`src/rtl/multicycle_control_if.sv`:
```
// multicycle_control_if
//   Bundles the signals between the multicycle sequencer and the 16-bit
//   datapath/memory.
//   master : the sequencer. It receives run/opcode/mem_ready and drives the
//            control lines, debug state and the perf counters.
//   slave  : the datapath side. It drives run/opcode/mem_ready and receives
//            the controls.
interface multicycle_control_if;
  logic        run;
  logic [3:0]  opcode;
  logic        mem_ready;
  logic        PCWrite;
  logic        PCWriteCond;
  logic        IorD;
  logic        MemRead;
  logic        MemWrite;
  logic        IRWrite;
  logic        MemtoReg;
  logic [1:0]  PCSource;
  logic [1:0]  ALUOp;
  logic        ALUSrcA;
  logic [1:0]  ALUSrcB;
  logic        RegWrite;
  logic        RegDst;
  logic [3:0]  state;
  logic        halted;
  logic        fault;
  logic [15:0] cycle_count;
  logic [15:0] instr_count;

  modport master (
    input  run, opcode, mem_ready,
    output PCWrite, PCWriteCond, IorD, MemRead, MemWrite, IRWrite, MemtoReg,
           PCSource, ALUOp, ALUSrcA, ALUSrcB, RegWrite, RegDst,
           state, halted, fault, cycle_count, instr_count
  );

  modport slave (
    output run, opcode, mem_ready,
    input  PCWrite, PCWriteCond, IorD, MemRead, MemWrite, IRWrite, MemtoReg,
           PCSource, ALUOp, ALUSrcA, ALUSrcB, RegWrite, RegDst,
           state, halted, fault, cycle_count, instr_count
  );
endinterface

```
`src/rtl/multicycle_control.sv`:
```
// multicycle_control
//   Moore sequencer for the 16-bit multicycle datapath. It steps through
//   fetch / decode / execute / memory / writeback and drives the memory,
//   ALU, PC and register-file select lines. Memory states stall on
//   mem_ready, and a stall that lasts WAIT_LIMIT cycles ends in FAULT. An
//   illegal opcode also ends in FAULT. HALT and FAULT are left only
//   through reset.
// Ports:
//   clock  - rising-edge clock
//   reset  - synchronous, active-high
//   ctrl   - multicycle_control_if.master (run/opcode/mem_ready in,
//            control lines, state, halted, fault, cycle_count,
//            instr_count out)
// Parameters:
//   WAIT_LIMIT - consecutive stall cycles that cause FAULT. 0 disables
//                the timeout. Values 0..255.
// Build option:
//   CTRL_PERF_EN - when defined, cycle_count and instr_count are real
//                  counters. Otherwise both outputs read 0.
module multicycle_control #(
  parameter int unsigned WAIT_LIMIT = 15
) (
  input  logic                  clock,
  input  logic                  reset,
  multicycle_control_if.master  ctrl
);
  typedef enum logic [3:0] {
    IDLE      = 4'd0,  FETCH    = 4'd1,  DECODE = 4'd2,  MEMADDR = 4'd3,
    MEM_READ  = 4'd4,  WB_MEM   = 4'd5,  MEM_WRITE = 4'd6, EXEC_R = 4'd7,
    WB_R      = 4'd8,  BRANCH   = 4'd9,  JUMP   = 4'd10, HALT    = 4'd11,
    FAULT     = 4'd12
  } stateT;

  localparam logic [3:0] OP_R    = 4'b0000;
  localparam logic [3:0] OP_LW   = 4'b0100;
  localparam logic [3:0] OP_SW   = 4'b0101;
  localparam logic [3:0] OP_BEQ  = 4'b0110;
  localparam logic [3:0] OP_J    = 4'b0111;
  localparam logic [3:0] OP_HALT = 4'b1111;
  localparam logic [7:0] LIMIT   = 8'(WAIT_LIMIT);

  stateT      stateReg, stateNext;
  logic [7:0] waitReg, waitNext;
  logic       memState;
  logic       stalling;
  logic       afterDone;

  // Next state after a finished instruction.
  assign afterDone = ctrl.run;
  assign memState  = (stateReg == FETCH) || (stateReg == MEM_READ) ||
                     (stateReg == MEM_WRITE);
  assign stalling  = memState && !ctrl.mem_ready;

  always_ff @(posedge clock) begin
    if (reset) begin
      stateReg <= IDLE;
      waitReg  <= 8'd0;
    end else begin
      stateReg <= stateNext;
      waitReg  <= waitNext;
    end
  end

  always_comb begin
    stateNext = stateReg;
    case (stateReg)
      IDLE:      if (ctrl.run) stateNext = FETCH;
      FETCH:     if (ctrl.mem_ready) stateNext = DECODE;
      DECODE: begin
        case (ctrl.opcode)
          OP_R:          stateNext = EXEC_R;
          OP_LW, OP_SW:  stateNext = MEMADDR;
          OP_BEQ:        stateNext = BRANCH;
          OP_J:          stateNext = JUMP;
          OP_HALT:       stateNext = HALT;
          default:       stateNext = FAULT;
        endcase
      end
      // The IR is reread here. If it no longer holds a load/store, the
      // instruction cannot complete, so it is treated as a fault.
      MEMADDR: begin
        if (ctrl.opcode == OP_LW)      stateNext = MEM_READ;
        else if (ctrl.opcode == OP_SW) stateNext = MEM_WRITE;
        else                           stateNext = FAULT;
      end
      MEM_READ:  if (ctrl.mem_ready) stateNext = WB_MEM;
      MEM_WRITE: if (ctrl.mem_ready) stateNext = afterDone ? FETCH : IDLE;
      EXEC_R:    stateNext = WB_R;
      WB_MEM, WB_R, BRANCH, JUMP:
                 stateNext = afterDone ? FETCH : IDLE;
      HALT:      stateNext = HALT;
      FAULT:     stateNext = FAULT;
      default:   stateNext = FAULT;
    endcase
    // Timeout: this stall cycle brings the count up to the limit. A
    // mem_ready in the same cycle clears stalling, so completion wins.
    if (stalling && (LIMIT != 8'd0) && ((waitReg + 8'd1) == LIMIT))
      stateNext = FAULT;
  end

  always_comb begin
    waitNext = waitReg;
    if (stateNext != stateReg) waitNext = 8'd0;
    else if (stalling)         waitNext = waitReg + 8'd1;
  end

  // Moore decode. The only Mealy terms are PC/IR loads in FETCH, which
  // follow mem_ready so the PC does not advance during a stalled fetch.
  always_comb begin
    ctrl.PCWrite     = 1'b0;
    ctrl.PCWriteCond = 1'b0;
    ctrl.IorD        = 1'b0;
    ctrl.MemRead     = 1'b0;
    ctrl.MemWrite    = 1'b0;
    ctrl.IRWrite     = 1'b0;
    ctrl.MemtoReg    = 1'b0;
    ctrl.PCSource    = 2'b00;
    ctrl.ALUOp       = 2'b00;
    ctrl.ALUSrcA     = 1'b0;
    ctrl.ALUSrcB     = 2'b00;
    ctrl.RegWrite    = 1'b0;
    ctrl.RegDst      = 1'b0;
    ctrl.halted      = 1'b0;
    ctrl.fault       = 1'b0;
    case (stateReg)
      FETCH: begin
        ctrl.MemRead = 1'b1;
        ctrl.ALUSrcB = 2'b01;
        ctrl.PCWrite = ctrl.mem_ready;
        ctrl.IRWrite = ctrl.mem_ready;
      end
      DECODE:    ctrl.ALUSrcB = 2'b11;
      MEMADDR: begin
        ctrl.ALUSrcA = 1'b1;
        ctrl.ALUSrcB = 2'b10;
      end
      MEM_READ: begin
        ctrl.MemRead = 1'b1;
        ctrl.IorD    = 1'b1;
      end
      WB_MEM: begin
        ctrl.RegWrite = 1'b1;
        ctrl.MemtoReg = 1'b1;
      end
      MEM_WRITE: begin
        ctrl.MemWrite = 1'b1;
        ctrl.IorD     = 1'b1;
      end
      EXEC_R: begin
        ctrl.ALUSrcA = 1'b1;
        ctrl.ALUOp   = 2'b10;
      end
      WB_R: begin
        ctrl.RegWrite = 1'b1;
        ctrl.RegDst   = 1'b1;
      end
      BRANCH: begin
        ctrl.ALUSrcA     = 1'b1;
        ctrl.ALUOp       = 2'b01;
        ctrl.PCWriteCond = 1'b1;
        ctrl.PCSource    = 2'b01;
      end
      JUMP: begin
        ctrl.PCWrite  = 1'b1;
        ctrl.PCSource = 2'b10;
      end
      HALT:    ctrl.halted = 1'b1;
      FAULT:   ctrl.fault  = 1'b1;
      default: ;
    endcase
  end

  assign ctrl.state = stateReg;

`ifdef CTRL_PERF_EN
  logic [15:0] cycleReg, instrReg;
  logic        retiring;

  // An instruction retires on the edge that leaves its final state for
  // FETCH. HALT counts as retired when it is entered.
  assign retiring = ((stateNext == FETCH) &&
                     ((stateReg == WB_MEM) || (stateReg == WB_R) ||
                      (stateReg == BRANCH) || (stateReg == JUMP) ||
                      (stateReg == MEM_WRITE))) ||
                    ((stateNext == HALT) && (stateReg != HALT));

  always_ff @(posedge clock) begin
    if (reset) begin
      cycleReg <= 16'd0;
      instrReg <= 16'd0;
    end else begin
      if ((stateReg != IDLE) && (stateReg != HALT) && (stateReg != FAULT))
        cycleReg <= cycleReg + 16'd1;
      if (retiring)
        instrReg <= instrReg + 16'd1;
    end
  end

  assign ctrl.cycle_count = cycleReg;
  assign ctrl.instr_count = instrReg;
`else
  assign ctrl.cycle_count = 16'd0;
  assign ctrl.instr_count = 16'd0;
`endif
endmodule

```
`src/flat_wrapper.sv`:
```
// flat-port wrapper written by rule: the top's interface ports become plain ports
module multicycle_control_flat 
#(
  parameter int unsigned WAIT_LIMIT = 15
)
  (clock, reset, ctrl_run, ctrl_opcode, ctrl_mem_ready, ctrl_PCWrite, ctrl_PCWriteCond, ctrl_IorD, ctrl_MemRead, ctrl_MemWrite, ctrl_IRWrite, ctrl_MemtoReg, ctrl_PCSource, ctrl_ALUOp, ctrl_ALUSrcA, ctrl_ALUSrcB, ctrl_RegWrite, ctrl_RegDst, ctrl_state, ctrl_halted, ctrl_fault, ctrl_cycle_count, ctrl_instr_count);
  multicycle_control_if ctrl_i ();
  input  logic clock;
  input  logic reset;
  input wire logic [$bits(ctrl_i.run)-1:0] ctrl_run;
  input wire logic [$bits(ctrl_i.opcode)-1:0] ctrl_opcode;
  input wire logic [$bits(ctrl_i.mem_ready)-1:0] ctrl_mem_ready;
  output wire logic [$bits(ctrl_i.PCWrite)-1:0] ctrl_PCWrite;
  output wire logic [$bits(ctrl_i.PCWriteCond)-1:0] ctrl_PCWriteCond;
  output wire logic [$bits(ctrl_i.IorD)-1:0] ctrl_IorD;
  output wire logic [$bits(ctrl_i.MemRead)-1:0] ctrl_MemRead;
  output wire logic [$bits(ctrl_i.MemWrite)-1:0] ctrl_MemWrite;
  output wire logic [$bits(ctrl_i.IRWrite)-1:0] ctrl_IRWrite;
  output wire logic [$bits(ctrl_i.MemtoReg)-1:0] ctrl_MemtoReg;
  output wire logic [$bits(ctrl_i.PCSource)-1:0] ctrl_PCSource;
  output wire logic [$bits(ctrl_i.ALUOp)-1:0] ctrl_ALUOp;
  output wire logic [$bits(ctrl_i.ALUSrcA)-1:0] ctrl_ALUSrcA;
  output wire logic [$bits(ctrl_i.ALUSrcB)-1:0] ctrl_ALUSrcB;
  output wire logic [$bits(ctrl_i.RegWrite)-1:0] ctrl_RegWrite;
  output wire logic [$bits(ctrl_i.RegDst)-1:0] ctrl_RegDst;
  output wire logic [$bits(ctrl_i.state)-1:0] ctrl_state;
  output wire logic [$bits(ctrl_i.halted)-1:0] ctrl_halted;
  output wire logic [$bits(ctrl_i.fault)-1:0] ctrl_fault;
  output wire logic [$bits(ctrl_i.cycle_count)-1:0] ctrl_cycle_count;
  output wire logic [$bits(ctrl_i.instr_count)-1:0] ctrl_instr_count;
  assign ctrl_i.run = ctrl_run;
  assign ctrl_i.opcode = ctrl_opcode;
  assign ctrl_i.mem_ready = ctrl_mem_ready;
  assign ctrl_PCWrite = ctrl_i.PCWrite;
  assign ctrl_PCWriteCond = ctrl_i.PCWriteCond;
  assign ctrl_IorD = ctrl_i.IorD;
  assign ctrl_MemRead = ctrl_i.MemRead;
  assign ctrl_MemWrite = ctrl_i.MemWrite;
  assign ctrl_IRWrite = ctrl_i.IRWrite;
  assign ctrl_MemtoReg = ctrl_i.MemtoReg;
  assign ctrl_PCSource = ctrl_i.PCSource;
  assign ctrl_ALUOp = ctrl_i.ALUOp;
  assign ctrl_ALUSrcA = ctrl_i.ALUSrcA;
  assign ctrl_ALUSrcB = ctrl_i.ALUSrcB;
  assign ctrl_RegWrite = ctrl_i.RegWrite;
  assign ctrl_RegDst = ctrl_i.RegDst;
  assign ctrl_state = ctrl_i.state;
  assign ctrl_halted = ctrl_i.halted;
  assign ctrl_fault = ctrl_i.fault;
  assign ctrl_cycle_count = ctrl_i.cycle_count;
  assign ctrl_instr_count = ctrl_i.instr_count;
  multicycle_control #(.WAIT_LIMIT(WAIT_LIMIT)) u_core (.clock(clock), .reset(reset), .ctrl(ctrl_i));
endmodule
```
`config.mk`:
```
export PLATFORM = sky130hd
export DESIGN_NAME = multicycle_control_flat
export DESIGN_NICKNAME = d
export VERILOG_FILES = /design/src/rtl/multicycle_control_if.sv /design/src/rtl/multicycle_control.sv /design/src/flat_wrapper.sv
export SDC_FILE = /design/constraint.sdc
export NUM_CORES = 1
export LEC_CHECK = 0
export CORE_ASPECT_RATIO = 1.5
export CORE_MARGIN = 8
export CORE_UTILIZATION = 37
export CTS_CLUSTER_SIZE = 8
export DETAILED_ROUTE_END_ITERATION = 6
export DONT_BUFFER_PORTS = 1
export HOLD_SLACK_MARGIN = 0.03
export PLACE_DENSITY_LB_ADDON = 0.12
export SLEW_MARGIN = 20
export SYNTH_ARGS = -nofsm -noshare
export SYNTH_HDL_FRONTEND = slang
export SYNTH_SLANG_ARGS = --single-unit
```
`constraint.sdc`:
```
create_clock -name clock -period 2.17 [get_ports clock]
set_input_delay 0.3255 -clock clock [delete_from_list [all_inputs] [get_ports clock]]
set_output_delay 0.3255 -clock clock [all_outputs]
set_load 0.1 [all_outputs]
```
### Yosys cells after proc, flatten, opt, wreduce, memory -nomap -nowiden

Cells that the tools add are included.
Widths: inputs -> output; s select.

* register bits after elaboration: 12
* input bits: 8
* output and inout port bits: 54
* logic and storage cells: 61

* $add $sub $neg: 1
* eq/ne operators: 19
* mux-type cells: 25
* reduce and logical (&&, ||, !) cells: 14

Operators by type and width (count)
* $pmux 4 s9: 1
* $eq 4x3->1 const B: 8
* $mux 4: 7
* $eq 4x4->1 const B: 6
* $pmux 4 s5: 1
* $mux 1: 12
* $reduce_or 2->1: 5
* $add 8x1->8 const B: 1
* $eq 4x2->1 const B: 2
* $eq 8x4->1 const B: 1
* $logic_not 4->1: 2
* $pmux 2 s2: 2
* $pmux 2 s3: 1
* $eq 4x1->1 const B: 1
* $ne 4x4->1: 1
* $reduce_or 4->1: 1
* $reduce_or 3->1: 1
* $logic_and 1x1->1: 2
* $logic_or 1x1->1: 2
* $pmux 1 s2: 1
* $logic_not 1->1: 1

### Logic depth before layout (Yosys ltp)

Gate-level depths: netlist of the first run.

* depth after elaboration: 8
* mapped depth: 8
* gate-level depth less buffers: 6

### Least setup slack after synthesis of the first run

Ideal clock, no wire load.

* path type: register to output
* from: reg u_core.stateReg[3], in the netlist u_core.ctrl.state[3]
* to: out ctrl_RegWrite
* data arrival time: 4320 ps
* data required time: 1845 ps
* slack: -2476 ps
* cell stages (with the launch flop): 6
* path buffers: 2
* cell sequence: dfxtp_1 clkbuf_2 buf_2 nand2_1 nor3_1 or2_2

* cells in the longest elaborated chain, start to end: 3
* elaborated cells on any way between the ends: 4
* those cells by class: eq/ne (2); mux (1); reduce/logical (1)

RTL lines
* start, declared: line multicycle_control.sv:42 `stateT stateReg, stateNext;`
* start signal, assigned: line multicycle_control.sv:59 `stateReg <= stateNext;`
* $eq 4x3->1 / $eq 4x4->1 (equally long branches): line multicycle_control.sv:125 `case (stateReg)`
* $reduce_or 2->1 (no line) *
* $mux 1 *: line multicycle_control.sv:125
* end, declared: line flat_wrapper.sv:24 `output wire logic [$bits(ctrl_i.RegWrite)-1:0] ctrl_RegWrite;`

Mark *: on every way between the ends. The rest lies on a longest branch, timed or not.

### Final worst setup path of the first run

* from: reg u_core.waitReg[0]
* to: reg u_core.waitReg[0]

* cells in the longest elaborated chain, start to end: 6

RTL lines
* start, declared: line multicycle_control.sv:43 `logic [7:0] waitReg, waitNext;`
* start signal, assigned: line multicycle_control.sv:60 `waitReg <= waitNext;`
* $add 8x1->8 *: line multicycle_control.sv:97, multicycle_control.sv:104
* $eq 8x4->1: line multicycle_control.sv:97 `if (stalling && (LIMIT != 8'd0) && ((waitReg + 8'd1) == LIMIT))`
* $logic_and 1x1->1: line multicycle_control.sv:97
* $mux 4: line multicycle_control.sv:97
* $ne 4x4->1: line multicycle_control.sv:103 `if (stateNext != stateReg) waitNext = 8'd0;`
* $reduce_or 2->1 (no line)

Marks and branches as above.
A chain may end at the register's enable or synchronous reset.

==> results of run 1 <==
[worst min path at each step]
stage                from                    to  cells past startpoint
floorplan           reset  u_core.ctrl.state[2]                      1
global placement    reset  u_core.ctrl.state[3]                      1
detailed placement  reset  u_core.ctrl.state[3]                      1
CTS                 reset  u_core.ctrl.state[3]                      1
global route        reset  u_core.ctrl.state[3]                      1
finish              reset  u_core.ctrl.state[3]                      1
[area by class of cell]
cell class	instances	area [µm²]	area share
Sequential cell	12	255	0.157
Inverter	5	18.8	0.0115
Timing Repair Buffer	23	251	0.154
Multi-Input combinational cell	151	1010	0.617
Clock buffer	4	45.0	0.0276
Tap cell	43	53.8	0.0330
[flip-flops by register name (all words and copies together) (netlist names)]
name               count
u_core.ctrl.state      4
u_core.waitReg         8
[report_power, final]
part	switching [mW]	total [mW]	leakage [nW]	internal, mW
Sequential	0.0253	0.251	0.100	0.226
Clock	0.0745	0.203	0.0228	0.129
Combinational	0.467	0.570	0.497	0.103
Total	0.567	1.03	0.620	0.458
[cells by family after synthesis]
| group | share of synthesized area |
|---|---|
| simple gates | 0.280 |
| xor+xnor | 0.0586 |
| flops | 0.179 |
| other cells | 0.00279 |
| buf+inv | 0.245 |
| compound gates | 0.193 |
| mux | 0.0158 |
| fa+ha+maj | 0.0260 |
[synthesized netlist by cell type, types with 2 or more instances]
cell type	count	area share
a2111oi_1	2	0.015
a211oi_1	3	0.017
a21oi_1	7	0.026
and2_1	2	0.0093
buf_2	4	0.015
buf_4	35	0.20
buf_6	2	0.017
dfxtp_1	12	0.18
ha_1	2	0.019
inv_1	5	0.014
nand2_1	19	0.053
nand2b_1	8	0.037
nand4_1	2	0.0093
nor2_1	16	0.045
nor3_1	10	0.037
nor4_1	4	0.019
o21a_1	3	0.017
o21ai_0	3	0.011
o22ai_1	2	0.0093
or2_2	3	0.014
or3_4	2	0.017
or3b_2	2	0.013
xnor2_1	5	0.033
xor2_1	4	0.026
[worst max-delay path: cells and delay by family, from the launching register on]
| family | cells | cell delay [ns] |
|---|---|---|
| AND/OR/NAND/NOR | 4 | 1.08 |
| flip-flops | 1 | 0.40 |
| AO/OA/AOI/OAI | 1 | 0.46 |
[cells in the final DEF, fill, tap and decap left out, types with 2 or more instances in the layout]
master / synthesis / final
nand2_1: 19 / 18
clkbuf_8: 0 / 3
or3b_2: 2 / 2
xnor2_1: 5 / 5
dfxtp_1: 12 / 8
nor3_4: 0 / 2
or3_4: 2 / 2
o21a_1: 3 / 3
dfxtp_4: 0 / 4
a2111oi_1: 2 / 2
buf_12: 0 / 6
o22ai_1: 2 / 2
nor2_1: 16 / 8
nor3_1: 10 / 8
a21oi_1: 7 / 7
a21boi_4: 1 / 2
ha_1: 2 / 2
conb_1: 1 / 32
nor4_1: 4 / 4
nor2_4: 0 / 4
xor2_1: 4 / 4
buf_4: 35 / 16
or2_2: 3 / 2
o21ai_0: 3 / 3
and2_1: 2 / 2
a211oi_1: 3 / 2
nand4_1: 2 / 2
nand2b_1: 8 / 7
inv_1: 5 / 5
nor2_2: 0 / 4
[routing by layer]
layer | vias to the layer above | track usage
met4 | 0 | 0.0475
met5 | - | 0
li1 | 591 | -
met1 | 522 | 0.107
met3 | 6 | 0.0286
met2 | 43 | 0.220
[repair_timing]
item | in CTS | in global routing
endpoints found under the setup margin | 0 | 1
gates resized for setup | 0 | 1
hold buffers | 0 | 0
[per-stage QoR]
step	instances	hold WS [ns]	setup slack, ns	total power [mW]
after floorplan	210	0.385	-0.395	0.810
after global placement	234	0.388	0.173	0.819
after detailed placement	234	0.390	0.0856	0.823
after CTS	238	0.137	0.0399	1.03
after global routing	238	0.136	0.00964	1.07
final	238	0.141	0.0921	1.03
==> metrics.md, run 1 <==
| Metric | Value |
|---|---|
| Outcome | `complete, no violations` |
| Post-Route M1 WL | `1.19 mm` |
| Fin. Hold Viols | `0` |
| Antenna Nets Post-Route | `0` |
| Core Area | `0.00358 mm²` |
| Fmax | `481 MHz` |
| Tmin final | `2.08 ns` |
| Final Setup Violations | `0` |
| Worst-path maximum fanout | `6` |
| Element type at the critical path end | `flop` |
| CTS tree | `done` |
| Later-pin clock latency in the skew report | `0.24 ns` |
| Setup TNS | `0 ns` |
| Final design utilization | `0.455` |
| Max incr delay on CP | `0.46 ns` |
| GPL Wtd Cong | `0.765` |
| Nets | `206` |
| Reg-to-Reg End | `u_core.waitReg[0]` |
| Syn avg cell area | `7.51 µm²` |
| Synth warn | `0` |
| CP startpoint | `u_core.waitReg[0]` |
| Worst r2r src | `u_core.waitReg[0]` |
| WP data arrival | `between 2 and 2.5 ns` |
| Via count | `1162` |
| Io pins | `62` |
| CTS clk-pin slew, worst paths | `0.05 ns` |
| DIE WIDTH | `~65 µm` |
| Power Density | `approximately 630 mW/mm²` |
| Root buffer cell | `clkbuf_8` |
| Die height | `89.8 µm` |
| VDD IR max | `roughly 0.54 mV` |
| Initial antenna violation count | `0` |
| Antenna fix cells | `0` |
| Yosys cell types | `46` |
| Capture point of the critical path | `u_core.waitReg[0]` |
| Seq/Total Area, Yosys | `0.179` |
| DRT iter0 DRCs | `30` |
| Worst Reg-to-Reg Cells | `5` |
| Gr ovfl total | `0` |
| Top routing layer used | `met4` |
| Total Routing Usage GR | `0.114` |
| Ys flop type | `dfxtp_1` |
| Area of the die | `0.00586 mm²` |
| Slowest CP cell | `a2111oi_4` |
| Slew Limit Fails | `0` |
| R2R Setup Slk | `0.09 ns` |
| Fill cell count | `388` |
| Setup crit start kind | `flop` |
| Number of synthesized flops with an enable pin | `0` |
| CP dominant cell by count | `or3_4` |
| Post-DP HPWL | `2.87 mm` |
| Vias in the first global route | `1140` |
| Drt pass-1 iters | `4` |
| RSZ-0062 raised after global routing | `false` |
| Setup Fix Bufs, Post-CTS | `0` |
| Flops & latches, synth | `12` |
| Area after DPL | `0.00158 mm²` |
| Metal3 WL | `approximately 240 µm` |
| CP required | `2.27 ns` |
| Fraction of registers with async set/reset | `0` |
| Drt wl/cell | `around 14 µm` |
| # rows | `27` |
| Via/cell ratio | `approximately 5` |
| Crit Path Class | `flop to flop` |
| Hold Crit Class | `primary input to flop` |
| MaxCap Viol Count | `0` |
| Area Overhead vs Synth | `21.2%` |
| LEAKAGE | `a little over 0.6 nW` |
| Post-Synthesis Cells | `179` |
| PortBufs | `0` |
| Number of buffers created by CTS | `3` |
| Pin count of the biggest net entering global routing | `19` |
| Final period util | `0.958` |
| Worst-case clock buffer depth | `2` |
| Clock sink total | `12` |
| Share of cells above drive strength 1 | `0.297` |
| Global-route wire length before repair | `5.58 mm` |
| Mapped Area | `~0.0013 mm²` |
| Finished Cell Area | `0.00163 mm²` |
| # DRC | `0` |
| Routed wl met2 | `1.90 mm` |
| Post-Route WL | `3.39 mm` |
| Worst path cell trace | `nand2_1 > or3_4 > or3_4 > a2111oi_4 > nor4_1` |
| H-tree depth | `1` |
| Clock Skews | `approximately 0.0035 ns` |
| Initial Utilization | `0.376` |
Note: power is estimated with default switching activity, not from simulation.
==> run 2: changes to the inputs <==
--- a/config.mk
+++ b/config.mk
@@ -5,9 +5,11 @@
 export SDC_FILE = /design/constraint.sdc
 export NUM_CORES = 1
 export LEC_CHECK = 0
+export CELL_PAD_IN_SITES_DETAIL_PLACEMENT = 1
+export CELL_PAD_IN_SITES_GLOBAL_PLACEMENT = 2
 export CORE_ASPECT_RATIO = 1.5
 export CORE_MARGIN = 8
-export CORE_UTILIZATION = 37
+export CORE_UTILIZATION = 33
 export CTS_CLUSTER_SIZE = 8
 export DETAILED_ROUTE_END_ITERATION = 6
 export DONT_BUFFER_PORTS = 1
==> metrics.md, run 2 (synthesized netlist as in run 1, its figures left out) <==
| Metric | Value |
|---|---|
| Gr ovfl total | `0 (unchanged)` |
| Nets | `207 (+0.49%)` |
| GPL Wtd Cong | `0.741 (-3.1%)` |
| Global Route met2 Usage | `0.250 (+0.0297)` |
| Fmax | `480 MHz (-0.31%)` |
| Pin count of the biggest net entering global routing | `21 (+2)` |
| Number of buffers created by CTS | `3 (unchanged)` |
| DIE WIDTH | `68.1 µm (+4.4%)` |
| Largest Register | `u_core.waitReg` |
| Area after DPL | `0.00158 mm² (+0.16%)` |
| MaxCap Viol Count | `0 (unchanged)` |
| # rows | `28 (+3.7%)` |
| Clock sink total | `12 (unchanged)` |
| Global-route wire length before repair | `6.14 mm (+10%)` |
| Gr busiest metal | `met2` |
| Most common library cell in the layout ignoring fill and taps | `conb_1` |
| VDD IR max | `0.535 mV (about the same)` |
| Element type at the critical path end | `flop` |
| WP data arrival | `2.20 ns (+0.03 ns)` |
| LEAKAGE | `0.626 nW (+0.94%)` |
| Io pins | `62 (unchanged)` |
| Met1 usage | `0.107 (+0.000593)` |
| Later-pin clock latency in the skew report | `0.25 ns (about the same)` |
| Core Area | `0.00392 mm² (+9.6%)` |
| Met3 Use GR | `0.0251 (-0.00348)` |
| # DRC | `0 (unchanged)` |
| Worst-path maximum fanout | `6 (unchanged)` |
| Post-DP HPWL | `3.29 mm (+15%)` |
| Slew Limit Fails | `0 (unchanged)` |
| Total Routing Usage GR | `0.124 (+0.00959)` |
| Most frequent cells in the layout | `conb_1, nand2_1, buf_4` |
| Final Setup Violations | `0 (unchanged)` |
| Worst-case clock buffer depth | `2 (unchanged)` |
| Die height | `94.2 µm (+4.8%)` |
| Root buffer cell | `clkbuf_8` |
| Power Density | `633 mW/mm² (+0.63%)` |
| Post-Route WL | `3.92 mm (+15%)` |
| CTS clk-pin slew, worst paths | `0.05 ns (about the same)` |
| Fill cell count | `512 (+32%)` |
| Crit Path Class | `flop to flop` |
| Final period util | `0.961 (+0.00298)` |
| Finished Cell Area | `0.00164 mm² (+0.61%)` |
| PortBufs | `0 (unchanged)` |
| Final design utilization | `0.418 (-0.0372)` |
| Vias in the first global route | `1231 (+8.0%)` |
| Area of the die | `0.00642 mm² (+9.5%)` |
| Setup crit start kind | `flop` |
| Via count | `1179 (+1.5%)` |
| Share of cells above drive strength 1 | `0.301 (+0.00358)` |
| Clock Skews | `0.00382 ns (+0.000314 ns)` |
| Number of flip-flops in the largest register | `8 (unchanged)` |
| Drt wl/cell | `16.2 µm (+14%)` |
| Outcome | `complete, no violations` |
| RSZ-0062 raised after global routing | `false` |
| Tmin final | `2.08 ns (+0.00647 ns)` |
| Initial antenna violation count | `0 (unchanged)` |
| Antenna Nets Post-Route | `0 (unchanged)` |
| CTS tree | `done` |
| Area Overhead vs Synth | `22.0%` |
| Initial Utilization | `0.343 (-0.0328)` |
| DRT iter0 DRCs | `36 (+20%)` |
| CTS hold repair buffers | `0 (unchanged)` |
| H-tree depth | `1 (unchanged)` |
| Hold Crit Class | `primary input to flop` |
| Antenna fix cells | `0 (unchanged)` |
| CP required | `2.28 ns (about the same)` |
| Fin. Hold Viols | `0 (unchanged)` |
| Drt pass-1 iters | `4 (unchanged)` |
| Setup TNS | `0 ns (unchanged)` |
| Via/cell ratio | `4.89 (+0.20%)` |
run 2: changes by cell type in the layout (fill, tap and decap cells not counted), sizes merged:
| cell | change |
|---|---|
| clkinv | +1 |
| buf | +1 |
| clkbuf | -1 |
run 2: worst paths after layout:
path	from	end	slack, ns	depth (start not counted)
max	u_core.waitReg[0]	u_core.waitReg[1]	0.09	6
min	reset	u_core.ctrl.state[3]	0.13	1
max reg2reg	u_core.waitReg[0]	u_core.waitReg[1]	0.09	6
min reg2reg	u_core.ctrl.state[2]	u_core.ctrl.state[1]	0.55	1
run 2: cell type report:
class / count / area [µm²] / area share
Clock buffer: 3 / 41.3 / 0.0252
Clock inverter: 1 / 3.75 / 0.00229
Inverter: 5 / 18.8 / 0.0114
Multi-Input combinational cell: 151 / 1010 / 0.613
Sequential cell: 12 / 255 / 0.156
Tap cell: 45 / 56.3 / 0.0343
Timing Repair Buffer: 24 / 259 / 0.158
run 2: timing repair:
item                                   CTS  global route
buffers inserted                         0             1
endpoints found under the hold margin    0             0
resized for setup                        0             1
setup endpoints to repair                0             7
run 2: metrics by stage:
stage / hold slack [ns] / power [mW] / worst slack [ns] / cells
after CTS: 0.123 / 1.05 / 0.0225 / 240
after floorplan: 0.385 / 0.810 / -0.395 / 210
final: 0.132 / 1.04 / 0.0856 / 241
after global routing: 0.129 / 1.08 / 0.00284 / 241
after detailed placement: 0.394 / 0.829 / 0.0513 / 236
after global placement: 0.386 / 0.822 / 0.140 / 236
run 2: worst max-delay path: stages, from the launching register on:
cell	delay, ns
dfxtp_1	0.41
nand2_1	0.12
or3_4	0.41
or3_4	0.42
a2111oi_4	0.33
buf_4	0.19
nor4_1	0.06
run 2: layer usage:
metal | wire (µm) | vias to the layer above
li1 | - | 588
met1 | 1240 | 561
met2 | 2340 | 25
met3 | 270 | 5
met4 | 70 | 0
met5 | 0 | -
run 2: where the power goes:
| group | leakage, nW | switching, mW | internal (mW) |
|---|---|---|---|
| sequential | 0.100 | 0.0270 | 0.226 |
| combinational | 0.503 | 0.470 | 0.103 |
| clock | 0.0231 | 0.0870 | 0.125 |
==> run 3: changes to the inputs <==
--- a/config.mk
+++ b/config.mk
@@ -9,7 +9,7 @@
 export CELL_PAD_IN_SITES_GLOBAL_PLACEMENT = 2
 export CORE_ASPECT_RATIO = 1.5
 export CORE_MARGIN = 8
-export CORE_UTILIZATION = 33
+export CORE_UTILIZATION = 36
 export CTS_CLUSTER_SIZE = 8
 export DETAILED_ROUTE_END_ITERATION = 6
 export DONT_BUFFER_PORTS = 1
==> constraint.sdc (replaced) <==
create_clock -name clock -period 2.6 [get_ports clock]
set_input_delay 0.39 -clock clock [delete_from_list [all_inputs] [get_ports clock]]
set_output_delay 0.39 -clock clock [all_outputs]
set_load 0.1 [all_outputs]
==> metrics.md, run 3 (synthesized netlist as in run 1, its figures left out) <==
| Metric | Value |
|---|---|
| Drt wl/cell | `16.0 µm (-1.4%)` |
| Fill cell count | `447 (-13%)` |
| Vias in the first global route | `1204 (-2.2%)` |
| Hold Crit Class | `primary input to flop` |
| Drt pass-1 iters | `4 (unchanged)` |
| Area Overhead vs Synth | `17.3%` |
| H-tree depth | `1 (unchanged)` |
| Cell family with most CP delay | `buffers and inverters` |
| Register area | `248 µm² (-2.9%)` |
| Finished Cell Area | `0.00158 mm² (-3.8%)` |
| Slowest CP cell | `dfxtp_2` |
| LEAKAGE | `0.604 nW (-3.5%)` |
| Antenna Nets Post-Route | `0 (unchanged)` |
| Tot Pwr | `0.862 mW (-17%)` |
| Worst-case clock buffer depth | `2 (unchanged)` |
| Antenna fix cells | `0 (unchanged)` |
| Number of buffers created by CTS | `3 (unchanged)` |
| Fmax | `443 MHz` |
| Nets | `205 (-0.97%)` |
| Power Density | `546 mW/mm² (-14%)` |
| PortBufs | `0 (unchanged)` |
| Post-DP HPWL | `3.22 mm (-2.1%)` |
| Root buffer cell | `clkbuf_8` |
| Dpl ws | `0.368 ns (+0.316 ns)` |
| Tmin final | `2.26 ns` |
| Later-pin clock latency in the skew report | `0.24 ns (about the same)` |
| VDD IR max | `0.289 mV (-46%)` |
| Worst-path maximum fanout | `11 (+5)` |
| # rows | `27 (-3.6%)` |
| Worst Hold Slack | `0.198 ns (+0.0652 ns)` |
| Post-Route WL | `3.80 mm (-3.0%)` |
| GPL Wtd Cong | `0.797 (+7.6%)` |
| Via count | `1191 (+1.0%)` |
| DIE WIDTH | `65.9 µm (-3.3%)` |
| Final design utilization | `0.436 (+0.0184)` |
| Post_cts resized | `0 (unchanged)` |
| Area of the die | `0.00599 mm² (-6.7%)` |
| CTS clk-pin slew, worst paths | `0.05 ns (about the same)` |
| Buf/Inv on CP | `2 (+1)` |
| Element type at the critical path end | `output port` |
| Global-route wire length before repair | `5.93 mm (-3.4%)` |
| CP startpoint | `u_core.ctrl.state[0]` |
| Clock sink total | `12 (unchanged)` |
| Final period util | `0.869` |
| WP data arrival | `1.87 ns (-0.33 ns)` |
| CP dominant cell by count | `buf_4` |
| Worst r2r src | `u_core.ctrl.state[1]` |
| Hold path start | `reset` |
| Initial antenna violation count | `0 (unchanged)` |
| # DRC | `0 (unchanged)` |
| Max incr delay on CP | `0.42 ns (about the same)` |
| Multi-input gate area | `985 µm² (-2.1%)` |
| CTS tree | `done` |
| Largest Register | `u_core.waitReg` |
| Worst Slack Setup Final | `0.341 ns (+0.255 ns)` |
| Crit Path Class | `flop to output port` |
| Gr ovfl total | `0 (unchanged)` |
| Most frequent cells in the layout | `conb_1, nand2_1, buf_4` |
| Setup Fix Bufs, Post-CTS | `0 (unchanged)` |
| Io pins | `62 (unchanged)` |
| Initial Utilization | `0.372 (+0.0293)` |
| Slew Limit Fails | `0 (unchanged)` |
| Fin. Hold Viols | `0 (unchanged)` |
| Area after DPL | `0.00153 mm² (-3.2%)` |
| Setup crit start kind | `flop` |
| Worst path cell trace | `buf_4 > nand2b_1 > nor2_4 > buf_4` |
| Pin count of the biggest net entering global routing | `23 (+9.5%)` |
| Die height | `90.9 µm (-3.5%)` |
| Final Setup Violations | `0 (unchanged)` |
| CTS hold repair buffers | `0 (unchanged)` |
| Number of flip-flops in the largest register | `8 (unchanged)` |
| Share of cells above drive strength 1 | `0.284 (-0.0175)` |
| Outcome | `complete, no violations` |
| CP required | `2.21 ns (-0.07 ns)` |
| Clock Skews | `0.00153 ns (-0.00229 ns)` |
| DRT iter0 DRCs | `17 (-53%)` |
| MaxCap Viol Count | `0 (unchanged)` |
| RSZ-0062 raised after global routing | `false` |
| Total Routing Usage GR | `0.123 (-0.00109)` |
| Core Area | `0.00361 mm² (-7.9%)` |
| Most common library cell in the layout ignoring fill and taps | `conb_1` |
| Via/cell ratio | `5.03 (+2.7%)` |
-- run 3: worst reg2reg max path: stages, from the launching register on --
cell and delay (ns):
dfxtp_2 0.63, nand2b_1 0.31, nor3_1 0.32, a311oi_1 0.19, xor2_1 0.20, o21ai_2 0.16
nor4_1 0.31
-- run 3: per-stage QoR --
| step | setup TNS, ns | std cells |
|---|---|---|
| after floorplan | -0.584 | 210 |
| after global placement | 0 | 233 |
| after detailed placement | 0 | 233 |
| after CTS | 0 | 237 |
| after global routing | 0 | 237 |
| final | 0 | 237 |
-- run 3: layout make-up --
type,count,share of cell area
inverters,5,0.0119
well taps,43,0.0341
multi-input cells,151,0.624
repair buffers,22,0.144
flip-flops and latches,12,0.157
clock buffers,4,0.0285
-- run 3: power by group --
group	total (mW)	switching (mW)	leakage, nW	internal (mW)
registers	0.210	0.0203	0.0991	0.189
clock network	0.181	0.0724	0.0228	0.108
logic	0.471	0.389	0.482	0.0823
total	0.862	0.482	0.604	0.380
-- run 3: per-layer routing --
metal  share of wire  vias to the layer above  global-route usage
li1                -                      582                   -
met1            0.31                      567               0.100
met2            0.60                       31               0.247
met3           0.061                       11              0.0248
met4           0.032                        0              0.0695
met5               0                        -                   0
-- run 3: final timing paths --
check	endpoint	slack, ns	cells past startpoint
max reg2reg	u_core.waitReg[3]	0.37	6
min	u_core.ctrl.state[3]	0.20	1
max	ctrl_PCWriteCond	0.34	4
min reg2reg	u_core.waitReg[4]	0.58	2
